$ cat src/rtl/fwd_scoreboard_pkg.sv
// Shared stage indices, result-availability encodings and producer-table entry type
// for the operand-forwarding scoreboard.
package fwd_scoreboard_pkg;

  localparam int unsigned REG_W   = 5;
  localparam int unsigned AVAIL_W = 4;

  localparam int unsigned STG_D = 0;
  localparam int unsigned STG_E = 1;
  localparam int unsigned STG_M = 2;
  localparam int unsigned STG_W = 3;

  // First stage whose pipeline register holds the produced value
  localparam int unsigned AVAIL_JAL  = 1;
  localparam int unsigned AVAIL_ALU  = 2;
  localparam int unsigned AVAIL_LOAD = 3;

  typedef struct packed {
    logic               valid;
    logic [REG_W-1:0]   addr;
    logic [AVAIL_W-1:0] avail;
  } entry_t;

endpackage

$ cat src/rtl/fwd_scoreboard_if.sv
// D-stage producer info, read-port queries and forwarding/stall results.
interface fwd_scoreboard_if #(
  parameter int unsigned NUM_RD = 4,
  parameter int unsigned SW     = 2
);
  logic                 d_valid;
  logic                 d_wr_en;
  logic [4:0]           d_wr_addr;
  logic [SW-1:0]        d_avail;
  logic                 d_md_use;
  logic                 md_start;
  logic                 flush_e;
  logic [NUM_RD*5-1:0]  rd_addr;
  logic [NUM_RD*SW-1:0] rd_stage;
  logic [NUM_RD*SW-1:0] rd_need;
  logic [NUM_RD*SW-1:0] fwd_sel;
  logic [NUM_RD-1:0]    fwd_rdy;
  logic                 stall;

  modport master (
    output d_valid, d_wr_en, d_wr_addr, d_avail, d_md_use, md_start, flush_e,
           rd_addr, rd_stage, rd_need,
    input  fwd_sel, fwd_rdy, stall
  );

  modport slave (
    input  d_valid, d_wr_en, d_wr_addr, d_avail, d_md_use, md_start, flush_e,
           rd_addr, rd_stage, rd_need,
    output fwd_sel, fwd_rdy, stall
  );
endinterface

$ cat src/rtl/fwd_port_match.sv
// One read port: finds the youngest producer older than the reader and derives
// forward select, readiness and the load-use hazard.
module fwd_port_match
  import fwd_scoreboard_pkg::*;
#(
  parameter int unsigned DEPTH = 3,
  parameter int unsigned SW    = 2
) (
  input  entry_t [DEPTH:1]  tbl_i,
  input  logic [REG_W-1:0]  rd_addr_i,
  input  logic [SW-1:0]     rd_stage_i,
  input  logic [SW-1:0]     rd_need_i,
  output logic [SW-1:0]     sel_o,
  output logic              rdy_o,
  output logic              hazard_o
);

  logic found;

  // Ascending scan with a found flag keeps the lowest (youngest) matching stage
  always_comb begin
    sel_o    = '0;
    rdy_o    = 1'b1;
    hazard_o = 1'b0;
    found    = 1'b0;
    for (int unsigned k = 1; k <= DEPTH; k++) begin
      if (!found && tbl_i[k].valid && (rd_addr_i != '0) &&
          (tbl_i[k].addr == rd_addr_i) && (k > 32'(rd_stage_i))) begin
        found    = 1'b1;
        sel_o    = SW'(k);
        rdy_o    = 32'(tbl_i[k].avail) <= k;
        hazard_o = (32'(rd_stage_i) == STG_D) &&
                   (32'(tbl_i[k].avail) > k + 32'(rd_need_i));
      end
    end
  end

endmodule

$ cat src/rtl/fwd_scoreboard.sv
// Operand-forwarding scoreboard: shifts a producer table down the pipe, resolves
// per-port forwarding and raises stall for load-use and mult/div-busy hazards.
module fwd_scoreboard
  import fwd_scoreboard_pkg::*;
#(
  parameter int unsigned NUM_RD = 4,
  parameter int unsigned DEPTH  = 3,
  parameter int unsigned MD_LAT = 5,
  parameter int unsigned SW     = 2
) (
  input logic clk,
  input logic reset,
  fwd_scoreboard_if.slave bus
);

  localparam int unsigned CW = (MD_LAT > 1) ? $clog2(MD_LAT) : 1;

  entry_t [DEPTH:1]     tbl_q, tbl_d;
  logic [CW-1:0]        cnt_q, cnt_d;
  logic [NUM_RD*SW-1:0] sel_w;
  logic [NUM_RD-1:0]    rdy_w;
  logic [NUM_RD-1:0]    haz_w;
  logic                 md_haz_c;
  logic                 stall_c;

  always_ff @(posedge clk or posedge reset) begin
    if (reset) begin
      tbl_q <= '0;
      cnt_q <= '0;
    end else begin
      tbl_q <= tbl_d;
      cnt_q <= cnt_d;
    end
  end

  // Table advances every cycle; a stalled or flushed D slot enters E as a bubble
  always_comb begin
    tbl_d = tbl_q;
    for (int unsigned k = DEPTH; k >= 2; k--) begin
      tbl_d[k] = tbl_q[k-1];
    end
    tbl_d[1] = '0;
    if (!(stall_c || bus.flush_e)) begin
      tbl_d[1].valid = bus.d_valid & bus.d_wr_en & (bus.d_wr_addr != '0);
      tbl_d[1].addr  = bus.d_wr_addr;
      tbl_d[1].avail = AVAIL_W'(bus.d_avail);
    end
  end

  // Counter holds busy cycles remaining after the current one; the start cycle is itself busy
  always_comb begin
    cnt_d = cnt_q;
    if (bus.md_start) begin
      cnt_d = CW'(MD_LAT - 1);
    end else if (cnt_q != '0) begin
      cnt_d = cnt_q - CW'(1);
    end
  end

  for (genvar p = 0; p < NUM_RD; p++) begin : g_port
    fwd_port_match #(
      .DEPTH (DEPTH),
      .SW    (SW)
    ) u_match (
      .tbl_i      (tbl_q),
      .rd_addr_i  (bus.rd_addr[p*5 +: 5]),
      .rd_stage_i (bus.rd_stage[p*SW +: SW]),
      .rd_need_i  (bus.rd_need[p*SW +: SW]),
      .sel_o      (sel_w[p*SW +: SW]),
      .rdy_o      (rdy_w[p]),
      .hazard_o   (haz_w[p])
    );
  end

  assign md_haz_c    = bus.d_md_use & ((cnt_q != '0) | bus.md_start);
  assign stall_c     = !reset && bus.d_valid && ((|haz_w) || md_haz_c);
  assign bus.stall   = stall_c;
  assign bus.fwd_sel = sel_w;
  assign bus.fwd_rdy = rdy_w;

endmodule

$ cat src/flat_wrapper.sv
// flat-port wrapper written by rule: the top's interface ports become plain ports
module fwd_scoreboard_flat import fwd_scoreboard_pkg::*;
#(
  parameter int unsigned NUM_RD = 4,
  parameter int unsigned DEPTH  = 3,
  parameter int unsigned MD_LAT = 5,
  parameter int unsigned SW     = 2
)
  (clk, reset, bus_d_valid, bus_d_wr_en, bus_d_wr_addr, bus_d_avail, bus_d_md_use, bus_md_start, bus_flush_e, bus_rd_addr, bus_rd_stage, bus_rd_need, bus_fwd_sel, bus_fwd_rdy, bus_stall);
  fwd_scoreboard_if #(.NUM_RD(NUM_RD), .SW(SW)) bus_i ();
  input logic clk;
  input logic reset;
  input wire logic [$bits(bus_i.d_valid)-1:0] bus_d_valid;
  input wire logic [$bits(bus_i.d_wr_en)-1:0] bus_d_wr_en;
  input wire logic [$bits(bus_i.d_wr_addr)-1:0] bus_d_wr_addr;
  input wire logic [$bits(bus_i.d_avail)-1:0] bus_d_avail;
  input wire logic [$bits(bus_i.d_md_use)-1:0] bus_d_md_use;
  input wire logic [$bits(bus_i.md_start)-1:0] bus_md_start;
  input wire logic [$bits(bus_i.flush_e)-1:0] bus_flush_e;
  input wire logic [$bits(bus_i.rd_addr)-1:0] bus_rd_addr;
  input wire logic [$bits(bus_i.rd_stage)-1:0] bus_rd_stage;
  input wire logic [$bits(bus_i.rd_need)-1:0] bus_rd_need;
  output wire logic [$bits(bus_i.fwd_sel)-1:0] bus_fwd_sel;
  output wire logic [$bits(bus_i.fwd_rdy)-1:0] bus_fwd_rdy;
  output wire logic [$bits(bus_i.stall)-1:0] bus_stall;
  assign bus_i.d_valid = bus_d_valid;
  assign bus_i.d_wr_en = bus_d_wr_en;
  assign bus_i.d_wr_addr = bus_d_wr_addr;
  assign bus_i.d_avail = bus_d_avail;
  assign bus_i.d_md_use = bus_d_md_use;
  assign bus_i.md_start = bus_md_start;
  assign bus_i.flush_e = bus_flush_e;
  assign bus_i.rd_addr = bus_rd_addr;
  assign bus_i.rd_stage = bus_rd_stage;
  assign bus_i.rd_need = bus_rd_need;
  assign bus_fwd_sel = bus_i.fwd_sel;
  assign bus_fwd_rdy = bus_i.fwd_rdy;
  assign bus_stall = bus_i.stall;
  fwd_scoreboard #(.NUM_RD(NUM_RD), .DEPTH(DEPTH), .MD_LAT(MD_LAT), .SW(SW)) u_core (.clk(clk), .reset(reset), .bus(bus_i));
endmodule
$ cat config.mk
export PLATFORM = sky130hd
export DESIGN_NAME = fwd_scoreboard_flat
export DESIGN_NICKNAME = d
export VERILOG_FILES = /design/src/rtl/fwd_scoreboard_pkg.sv /design/src/rtl/fwd_scoreboard_if.sv /design/src/rtl/fwd_port_match.sv /design/src/rtl/fwd_scoreboard.sv /design/src/flat_wrapper.sv
export SDC_FILE = /design/constraint.sdc
export NUM_CORES = 1
export LEC_CHECK = 0
export ABC_AREA = 1
export BUFFER_PORTS_ARGS = -buffer_cell sky130_fd_sc_hd__buf_4
export CORE_MARGIN = 3
export CORE_UTILIZATION = 35
export DETAILED_ROUTE_END_ITERATION = 12
export GPL_ROUTABILITY_DRIVEN = 0
export GPL_TIMING_DRIVEN = 0
export HOLD_SLACK_MARGIN = 0.15
export MAX_ROUTING_LAYER = met4
export SYNTH_ARGS = -nofsm -noshare
export SYNTH_HDL_FRONTEND = slang
export SYNTH_SLANG_ARGS = --single-unit
export TNS_END_PERCENT = 5
$ cat constraint.sdc
create_clock -name clk -period 2.2 [get_ports clk]
set_input_delay 0.22 -clock clk [delete_from_list [all_inputs] [get_ports clk]]
set_output_delay 0.22 -clock clk [all_outputs]
set_load 0.01 [all_outputs]
* Yosys cells after proc, flatten, opt, wreduce, memory -nomap -nowiden
Index checks and enable logic that the tools add are counted.
** Storage, ports and cells
- Flip-flop bits (word level) :: 33
** Cells by class
- Add/subtract/negate cells :: 13
- Order comparisons :: 27
- Equal/unequal tests :: 12
- Mux-type cells :: 47
- Bitwise gates (word level) :: 4
- Reductions and logical operators :: 81
** Operators with widths (number)
- == test 5 bit :: 12
- logical AND 1 bit :: 58
- greater-than comparator 4 x 3 -> 1 bit :: 12
- two-way mux 1 bit :: 36
- nonzero test 5 bit :: 5
- adder 2 x 2 -> 3 bit (first input constant) :: 8
- greater-than comparator 2 bit (first input constant) :: 8
- two-way mux 2 bit :: 8
- adder 1 x 2 -> 3 bit (first input constant) :: 4
- two-way mux 10 bit :: 1
- logical NOT 1 bit :: 9
- greater-than comparator 1 x 2 -> 1 bit (first input constant) :: 4
- less-or-equal comparator 4 x 2 -> 1 bit (second input constant) :: 2
- logical NOT 2 bit :: 4
- two-way mux 3 bit :: 2
- less-or-equal comparator 4 x 1 -> 1 bit (second input constant) :: 1
- OR reduction 4 bit :: 1
- bitwise AND 1 bit :: 3
- nonzero test 3 bit :: 1
- subtractor 3 x 1 -> 3 bit (second input constant) :: 1
- logical OR 1 bit :: 2
- nonzero test 2 bit :: 1
- OR 1 bit :: 1

* Logic depth before layout (Yosys ltp)
- Word-level depth :: 22
- Mapped depth :: 15
- Depth with buffers taken out :: 14

* Modules after synthesis
From an unflattened synthesis, not the netlist that was laid out.
** Second synthesis, totals
- Cell total of the unflattened synthesis :: 710
- Area total of the unflattened synthesis :: 3980.1 sq um
** Modules (own cells, without submodules)
- fwd_port_match :: times used 4, cells an instance 158, area each 767.0 sq um
- fwd_scoreboard :: times used 1, cells an instance 78, area each 912.1 sq um

* Worst setup path after synthesis
Ideal clock, no wire load.
- Kind :: in2out
- From :: input bus_rd_need[0]
- To :: output bus_stall
- Arrival time :: 1629 ps
- Slack :: 351 ps
- Cell stages on the path :: 12
- Path buffers :: 0
- Path through :: inv_1 ha_1 inv_1 ha_1 a21oi_1 nor3_1 nand3_1 nand3_1 nor2_2 nand3_2 o21ai_4 inv_1
** On the way
- Longest elaborated chain between the ends :: 9
** RTL lines
- start: declaration :: line flat_wrapper.sv:22 : input wire logic [$bits(bus_i.rd_need)-1:0] bus_rd_need;
- adder 1 x 2 -> 3 bit :: line fwd_port_match.sv:33 : (32'(tbl_i[k].avail) > k + 32'(rd_need_i));
- greater-than comparator 4 x 3 -> 1 bit :: line fwd_port_match.sv:33
- logical AND 1 bit :: line fwd_port_match.sv:32 : hazard_o = (32'(rd_stage_i) == STG_D) &&
- two-way mux 1 bit (2 in series) :: line fwd_port_match.sv:27 : if (!found && tbl_i[k].valid && (rd_addr_i != '0) &&
- two-way mux 1 bit * :: line fwd_port_match.sv:27
- OR reduction 4 bit * :: line fwd_scoreboard.sv:76 : assign stall_c = !reset && bus.d_valid && ((|haz_w) || md_haz_c);
- logical OR 1 bit * :: line fwd_scoreboard.sv:76
- logical AND 1 bit * :: line fwd_scoreboard.sv:76
- end: declaration :: line flat_wrapper.sv:25 : output wire logic [$bits(bus_i.stall)-1:0] bus_stall;
Every way passes the cells marked *; elsewhere a longest branch is shown, timed or not.

* Final worst setup path
- From :: register u_core.tbl_q[21] (netlist name)
- To :: output bus_stall
** On the way
- Longest elaborated chain between the ends :: 6
** RTL lines
- start: declaration :: line fwd_scoreboard.sv:18 : entry_t [DEPTH:1] tbl_q, tbl_d;
- start signal: assignment :: line fwd_scoreboard.sv:31 : tbl_q <= tbl_d;
- greater-than comparator 4 x 3 -> 1 bit :: line fwd_port_match.sv:33
- logical AND 1 bit :: line fwd_port_match.sv:32
- two-way mux 1 bit :: line fwd_port_match.sv:27
- OR reduction 4 bit * :: line fwd_scoreboard.sv:76
- logical OR 1 bit * :: line fwd_scoreboard.sv:76
- logical AND 1 bit * :: line fwd_scoreboard.sv:76
Marked as above.

==> impl_metrics.tcl <==
set metrics [dict create \
    syn-num-nets 630 \
    drv_slew 0 \
    finalCriticalPeriod_ps 2206 \
    slew_headroom_pct 33.70 \
    io_buffers 62 \
    status "finished with violations" \
    pin_count 63 \
    dp_cells 734 \
    yosys.area.top_type "dfrtp_1" \
    vdd_ir_drop_max_uv 401.5 \
    reg2reg_depth 11 \
    syn_area_mm2 0.003314 \
    placed_area_mm2 0.003938 \
    rsz0062_at_grt "true" \
    syn_to_final_growth_pct 35.03 \
    clk_path_buf_depth 2 \
    first_pass_iters 5 \
    whs_ps 171.8 \
    grt_max_degree 28 \
    fin_cells 756 \
    violations "setup timing" \
    cp_slowest_cell "dfrtp_2" \
    grt_pass1_wl_um 15420 \
    finalSetupViolations 1 \
    grt_pass1_vias 3402 \
    worstSkewPairLatency_ps 270 \
    synth_area_leaders "dfrtp_1, nand2_1, ha_1" \
    antenna_found_initial 0 \
    fin_nets 715 \
    synth.distinct_cells 29 \
    path_buf_inv 3 \
    drt_iter0_drc 161 \
    power_density_mw_per_mm2 363.5 \
    ys_warn_count 0 \
    rows 34 \
    netlist_instances 546 \
    startpoint_type "flop" \
    path_class "reg2out" \
    hold_class "in2reg" \
    via_per_inst 4.735 \
    period_share_pct 100.3 \
    rrSetupSlack_ps 240 \
    clock_skew_ps 1.307 \
    synth-seq-cells 27 \
    maxCapViolations 0 \
    vias 3580 \
    die-area_mm2 0.01067 \
    cts_inserted_buffers 3 \
    cts_tree "yes" \
    htree_levels 1 \
    crit_fanout 4 \
    path_delay_family "flip-flops" \
    rr_startpoint "u_core.tbl_d[21]" \
    ant_nets 0 \
    cpMostUsedCell "nor2_2" \
    r2r_end "u_core.tbl_d[19]" \
    end_kind "primary output" \
    synth_top_cell_area_share_pct 20.39 \
    total_power_w 0.001627 \
    dp_hpwl_um 7892 \
    max_freq_mhz 453.3 \
    die_h_um 103.3 \
    cp_cell_sequence "ha_1, inv_1, nor2_1, o2111ai_1, nor2_2, nor2_2, nand2_2, o21ai_4, inv_2, buf_6" \
    hold_viol 0 \
    tightest_slew_ps 993.4 \
    drive_gt1_share_pct 35.24 \
    synth_area_per_cell_um2 6.070 \
    final_cell_area_mm2 0.004476 \
    cp.required_ps 1980 \
    initial_core_util_pct 36.93 \
    wl_per_cell_um 13.00 \
    seq_area_frac_synth_pct 20.39 \
    final_util_pct 49.86 \
    clk_pin_slew_ps 90 \
    hold_depth 3 \
    drc 0 \
    power.leakage_nw 2.331 \
    layout_setup_ws_ps -6.142 \
    root_buffer "clkbuf_8" \
    holdPathEnd "u_core.tbl_d[10]" \
    grt_overflow 0 \
    antennaDiodeCount 0 \
    critPathArrivalTime_ps 1990 \
    clock-sinks 27 \
    core_mm2 0.008976 \
    max_stage_delay_ps 460 \
    gr-usage-all-layers_pct 18.91 \
    holdCritStartpoint "bus_d_avail[0]" \
    wl_um 9825 \
    die_w_um 103.3 \
]
-- Yosys cell counts, drive strengths merged --
cell and number:
nor3 4, o31ai 1, or2 1, o22ai 1, xnor2 15, a211oi 4
nand3 31, nand2 189, nand4 7, o311ai 1, inv 102, clkinv 3
dfrtp 27, o2111ai 3, nor2 88, a21oi 14, o21ai 14, buf 7
ha 34
-- per-layer routing --
metal,vias up,wire length [um],global-route usage (%)
li1,1837,-,-
met1,1643,4732,25.25
met2,92,4663,31.87
met3,8,323,0.8719
met4,0,105,4.183
met5,-,0,-
-- sequential cells by signal (all words and copies together) (netlist names) --
name	flops
u_core.tbl_d	16
u_core.tbl_q	8
u_core.cnt_q	3
-- final cells by class --
cell class / instances / area, um^2
Buffer: 6 / 56.30
Clock buffer: 3 / 41.29
Clock inverter: 1 / 7.507
Fill cell: 912 / 4501
Inverter: 105 / 396.6
Multi-Input combinational cell: 407 / 2489
Sequential cell: 27 / 696.9
Tap cell: 126 / 157.7
Timing Repair Buffer: 81 / 630.6
-- where the power goes --
part	total (W)	leakage, nW	internal (W)	switching, W
logic	0.000740	1.98	0.000331	0.000409
clock network	0.000278	0.0217	0.000128	0.000149
registers	0.000610	0.326	0.000548	0.0000617
total	0.00163	2.33	0.00101	0.000620
-- worst max-delay path by stage --
| stage | from | to | slack (ps) | cells past startpoint |
|---|---|---|---|---|
| after floorplan | bus_rd_need[0] | bus_stall | 350 | 12 |
| after global placement | bus_rd_need[0] | bus_stall | -60 | 14 |
| after detailed placement | bus_rd_need[0] | bus_stall | -90 | 14 |
| after CTS | u_core.tbl_d[18] | bus_stall | -80 | 13 |
| after global routing | u_core.tbl_d[27] | bus_stall | -110 | 13 |
| final | u_core.tbl_q[21] | bus_stall | -6 | 10 |
-- metrics by stage --
stage	setup WS (ps)	TNS, ps
final	-6.142	-6.142
after global routing	-111.5	-292.0
after CTS	-76.59	-76.59
after detailed placement	-87.02	-87.02
after global placement	-56.23	-56.23
after floorplan	351.4	0
-- placed cells by master (no fill, tap or decap), drive strengths merged --
cell type and count:
a211oi 4, a21oi 14, buf 86, clkbuf 3, clkinv 3, clkinvlp 1
dfrtp 27, dlygate4sd3 1, ha 34, inv 102, nand2 189, nand3 31
nand4 7, nor2 88, nor3 4, o2111ai 3, o21ai 14, o22ai 1
o311ai 1, o31ai 1, or2 1, xnor2 15
-- worst min-delay path, stage by stage --
cell and delay, ps:
buf_4 100, inv_1 50, nor2_2 40
-- timing repair --
item / 4_1_cts / 5_1_grt
setup endpoints to repair: 1 / 6
hold buffers: 1 / 0
resized for setup: 30 / 53
hold endpoints to repair: 1 / 0
buffers inserted: 10 / 8
pin swaps: 11 / 27
-- kinds of logic after synthesis --
logic type	share of synthesized area, %
XOR/XNOR	3.964
adder cells (fa/ha/maj)	12.84
AO/OA/AOI/OAI	6.947
flip-flops	20.39
AND/OR/NAND/NOR	42.05
buffers and inverters	13.82
Power figures use the tool's default switching activity.
